**src/rtl/logic_unit_seq.sv**
```systemverilog
// logic_unit_seq: multi-cycle sliced OR/AND/XOR/NOR unit with start/busy/done handshake
module logic_unit_seq #(
  parameter int WIDTH = 16,
  parameter int SLICE = 4
) (
  input  logic             clk,
  input  logic             rst_n,
  input  logic             start,
  input  logic [1:0]       op,
  input  logic [WIDTH-1:0] input1,
  input  logic [WIDTH-1:0] input2,
  output logic             busy,
  output logic             done,
  output logic [WIDTH-1:0] s,
  output logic             zero
);
  localparam int N = WIDTH / SLICE;
  localparam int CW = N > 1 ? $clog2(N) : 1;
  if (WIDTH < 1 || SLICE < 1 || WIDTH % SLICE != 0) begin : g_bad_params
    $error("logic_unit_seq: WIDTH must be >= 1 and a multiple of SLICE");
  end
  typedef enum logic [1:0] {IDLE, RUN, DONE} state_t;
  state_t state, state_nxt;
  logic [CW-1:0] cnt;
  logic [1:0] op_q;
  logic [WIDTH-1:0] a_q, b_q, shadow, shadow_nxt;
  logic [SLICE-1:0] a_sl, b_sl, r_sl;
  logic last, accept;
  assign last = cnt == CW'(N - 1);
  assign accept = start && state != RUN;
  always_ff @(posedge clk) state <= !rst_n ? IDLE : state_nxt;
  always_comb state_nxt = state == RUN ? (last ? DONE : RUN) : (start ? RUN : IDLE);
  always_comb begin
    busy = state == RUN;
    done = state == DONE;
  end
  always_comb begin
    a_sl = a_q[int'(cnt)*SLICE +: SLICE];
    b_sl = b_q[int'(cnt)*SLICE +: SLICE];
    r_sl = op_q == 2'b00 ? a_sl | b_sl :
           op_q == 2'b01 ? a_sl & b_sl :
           op_q == 2'b10 ? a_sl ^ b_sl : ~(a_sl | b_sl);
    shadow_nxt = shadow;
    shadow_nxt[int'(cnt)*SLICE +: SLICE] = r_sl;
  end
  always_ff @(posedge clk) begin
    if (!rst_n) begin
      cnt <= '0;
      op_q <= '0;
      a_q <= '0;
      b_q <= '0;
      shadow <= '0;
      s <= '0;
      zero <= 1'b1;
    end else if (accept) begin
      cnt <= '0;
      op_q <= op;
      a_q <= input1;
      b_q <= input2;
    end else if (state == RUN) begin
      shadow <= shadow_nxt;
      cnt <= cnt + CW'(1);
      if (last) begin
        s <= shadow_nxt;
        zero <= shadow_nxt == '0;
      end
    end
  end
endmodule

```
**config.mk**
```make
export PLATFORM = sky130hd
export DESIGN_NAME = logic_unit_seq
export DESIGN_NICKNAME = d
export VERILOG_FILES = /design/src/rtl/logic_unit_seq.sv
export SDC_FILE = /design/constraint.sdc
export NUM_CORES = 1
export LEC_CHECK = 0
export CAP_MARGIN = 25
export CORE_MARGIN = 3
export CORE_UTILIZATION = 40
export DETAILED_ROUTE_END_ITERATION = 8
export GPL_ROUTABILITY_DRIVEN = 0
export HOLD_SLACK_MARGIN = 0.02
export PLACE_DENSITY = 0.75
export REMOVE_ABC_BUFFERS = 1
export SYNTH_ARGS = -nofsm -noshare
export SYNTH_HDL_FRONTEND = slang
export SYNTH_SLANG_ARGS = --single-unit
```
**constraint.sdc**
```tcl
create_clock -name clk -period 4.8 [get_ports clk]
set_input_delay 0.72 -clock clk [delete_from_list [all_inputs] [get_ports clk]]
set_output_delay 0.72 -clock clk [all_outputs]
set_load 0.01 [all_outputs]
```
==> impl_results.md <==
* Status: finished, final reports clean
* Top post-synthesis cells by area: dfxtp_1 (41%), nand2_1 (11%), a21boi_0 (8.0%)
* Period utilization at 60.5%
* Most frequent cell after synthesis: nand2_1
* Tmin final at 2900 ps
* Number of flops mapped to enable cells by yosys at 0
* Max-slew headroom at 51.0%
* PD cells at 318 nW/um^2
* DRT antenna net count at 0
* Clock Tree Buf Depth at 2
* Vias/cell at 5.18
* Antenna cell count at 0
* Total negative setup slack at 0 ps
* RSZ-0062 raised after global routing: no
* Die Height at 99.3 microns
* Io pins at 56
* Post-synth top cells: nand2_1 (103), dfxtp_1 (71), a21boi_0 (37)
* Clock H-tree levels at 3
* Actual slew at the worst max-slew pin at 734 ps
* Leakage dissipation at 1.85 nW
* FF+latch area at 1420 sq um
* Skew final at 4.78 ps
* Initial antenna violation count at 0
* Layout fillers at 761
* Initial DRC Count at 164
* Mux share of post-synthesis cell area at 6.75%
* CP endpoint kind: register
* Final std cells w/o fill at 539
* GRT Overall Usage at 15.9%
* First-pass GRT wire length at 12.8 mm
* Footprint of the multi-input gates at 1880 sq um
* Gate Count Post-Synth at 386
* Initial core utilization at 41.8%
* Count of final setup violators at 0
* First-pass detailed-route iteration total at 5
* Synth Cell Area at 3480 sq um
* Asr flop ratio synth at 0%
* Die W at 99.3 microns
* Complex-gate fraction of the synthesized area at 23.4%
* Max IR drop VDD at 152 uV
* CP required at 5030 ps
* Post-synthesis xor/xnor area fraction at 0%
* Nets at 480
* Largest family of logic cells by synthesized area: compound AO/OA/AOI/OAI gates
* Area growth from synthesis to layout at 24.2%
* DIE AREA at 9860 sq um
* Endpoints failing hold at 0
* DP Wirelength at 5.20 mm
* Post-synthesis average cell area at 9.02 sq um
* Fmax at 344 MHz
* Max-cap violations at 0
* WL final at 7.47 mm
* Clk slew on worst S/H paths at 70 ps
* FF+latch count, synth at 71
* Worst skew pair latency at 340 ps
* Max FO, Critical Path at 16
* Yosys warns at 0
* Synth unique cells at 44
* Kind of critical path: register to register
* Row cnt at 33
* Largest net degree at the start of global routing at 72
* Post_cts resized at 0
* Ratio of cells with drive above 1 in the final layout at 8.29%
* Vias in the first global route at 2745
* Top cell type by total area after synthesis: dfxtp_1
* Number of port buffers at 55
* Post-Synth Adder-Cell Area at 5.03%
* Inst Count DP at 521
* Worst Path Arrival at 3130 ps
* CTS Root Cell: clkbuf_8
* Hold buffer count at cts at 0
* Post-synth top area share at 40.8%
* Sequential area share after synthesis at 40.8%
* Number of clock sinks at 71
* Pins Over Slew Limit at 0
* WL/cell at 13.9 microns
* Core footprint at 8340 sq um
* DRC at 0
* CTS tree: built
* Critical Path Start Type: register
* Post-Synth Simple-Gate Area at 18.8%
* Most used DFF post-synth: dfxtp_1
* Total CTS buffers at 9
* Gr ovfl total at 0
* Min-Delay Path Class: register to register
* Routed vias at 2791
* Setup bufs post-CTS at 0
==> worst paths after layout <==
| check | from | depth (start not counted) | endpoint | slack [ps] |
|---|---|---|---|---|
| max | cnt[0]$_SDFFE_PP0P_ | 8 | zero$_SDFFE_PN1P_ | 1900 |
| min | b_q[12]$_SDFFE_PN0P_ | 2 | b_q[12]$_SDFFE_PN0P_ | 460 |
| max reg2reg | cnt[0]$_SDFFE_PP0P_ | 8 | zero$_SDFFE_PN1P_ | 1900 |
| min reg2reg | b_q[12]$_SDFFE_PN0P_ | 2 | b_q[12]$_SDFFE_PN0P_ | 460 |
==> layout by cell type, fill, tap and decap left out, types with 2 or more instances in the layout <==
cell,instances
a21o_1,2
nor3_1,3
clkbuf_8,11
a22oi_1,8
a32oi_1,5
a221oi_1,2
nor2_1,12
mux4_2,8
nand2_1,103
bufinv_16,2
o211a_1,23
and2_1,5
ha_1,14
o21ai_0,5
dfxtp_1,71
inv_1,15
clkbuf_1,2
nor2b_1,4
nand3_1,2
nor3b_1,5
a21oi_1,5
mux2i_1,4
clkdlybuf4s50_1,54
nand2b_1,8
a21boi_0,37
==> layer usage <==
layer | track usage [%] | wire, microns | up-vias
met2 | 26.4 | 3680 | 62
met3 | 2.31 | 318 | 6
met1 | 20.7 | 3410 | 1307
li1 | - | - | 1416
met5 | 0 | 0 | -
met4 | 6.62 | 65 | 0
==> registers in the layout, indices dropped and copies added (netlist names) <==
register / cells
op_q: 2
state: 2
s: 16
a_q: 16
cnt: 2
zero: 1
b_q: 16
shadow: 16
==> area by class of cell <==
type                            instances  area share [%]
Multi-Input combinational cell        273            43.4
Sequential cell                        71            32.8
Timing Repair Buffer                   58            14.1
Clock buffer                           13            3.67
Tap cell                              105            3.04
Clock inverter                          3            1.50
Inverter                               16            1.50
==> logic make-up (layout without fill, tap and decap cells) <==
family / after synthesis / count (layout)
AOI/OAI and AO/OA: 97 / 97
adders and majority gates: 14 / 14
buffers and inverters: 42 / 90
DFF: 71 / 71
muxes: 13 / 13
and+or+nand+nor: 149 / 149
==> worst max-delay path: stages (launching register included) <==
cell      delay [ps]
dfxtp_1          800
inv_1            230
ha_1             430
nand2b_1         190
nor2_1           400
a32o_1           350
and3b_1          200
nand4_1          100
o211ai_2          90
==> metrics by stage <==
stage          area (sq um)  power [W]  hold slack, ps  utilization, %  setup WS [ps]
2_1_floorplan          3360   0.000772             440               -           2230
3_3_place_gp           4040   0.000842             454            48.5           1940
3_5_place_dp           4060   0.000851             461            48.6           1860
4_1_cts                4280    0.00138             470            51.3           1850
5_1_grt                4330    0.00144             484            51.9           1650
6_report               4330    0.00138             463            51.9           1900
==> report_power, final <==
| part | leakage [nW] | internal [W] | switching, W |
|---|---|---|---|
| registers | 0.580 | 0.000617 | 0.0000228 |
| logic | 1.15 | 0.0000997 | 0.000103 |
| clock network | 0.114 | 0.000321 | 0.000213 |
(Power assumes the default switching activity.)
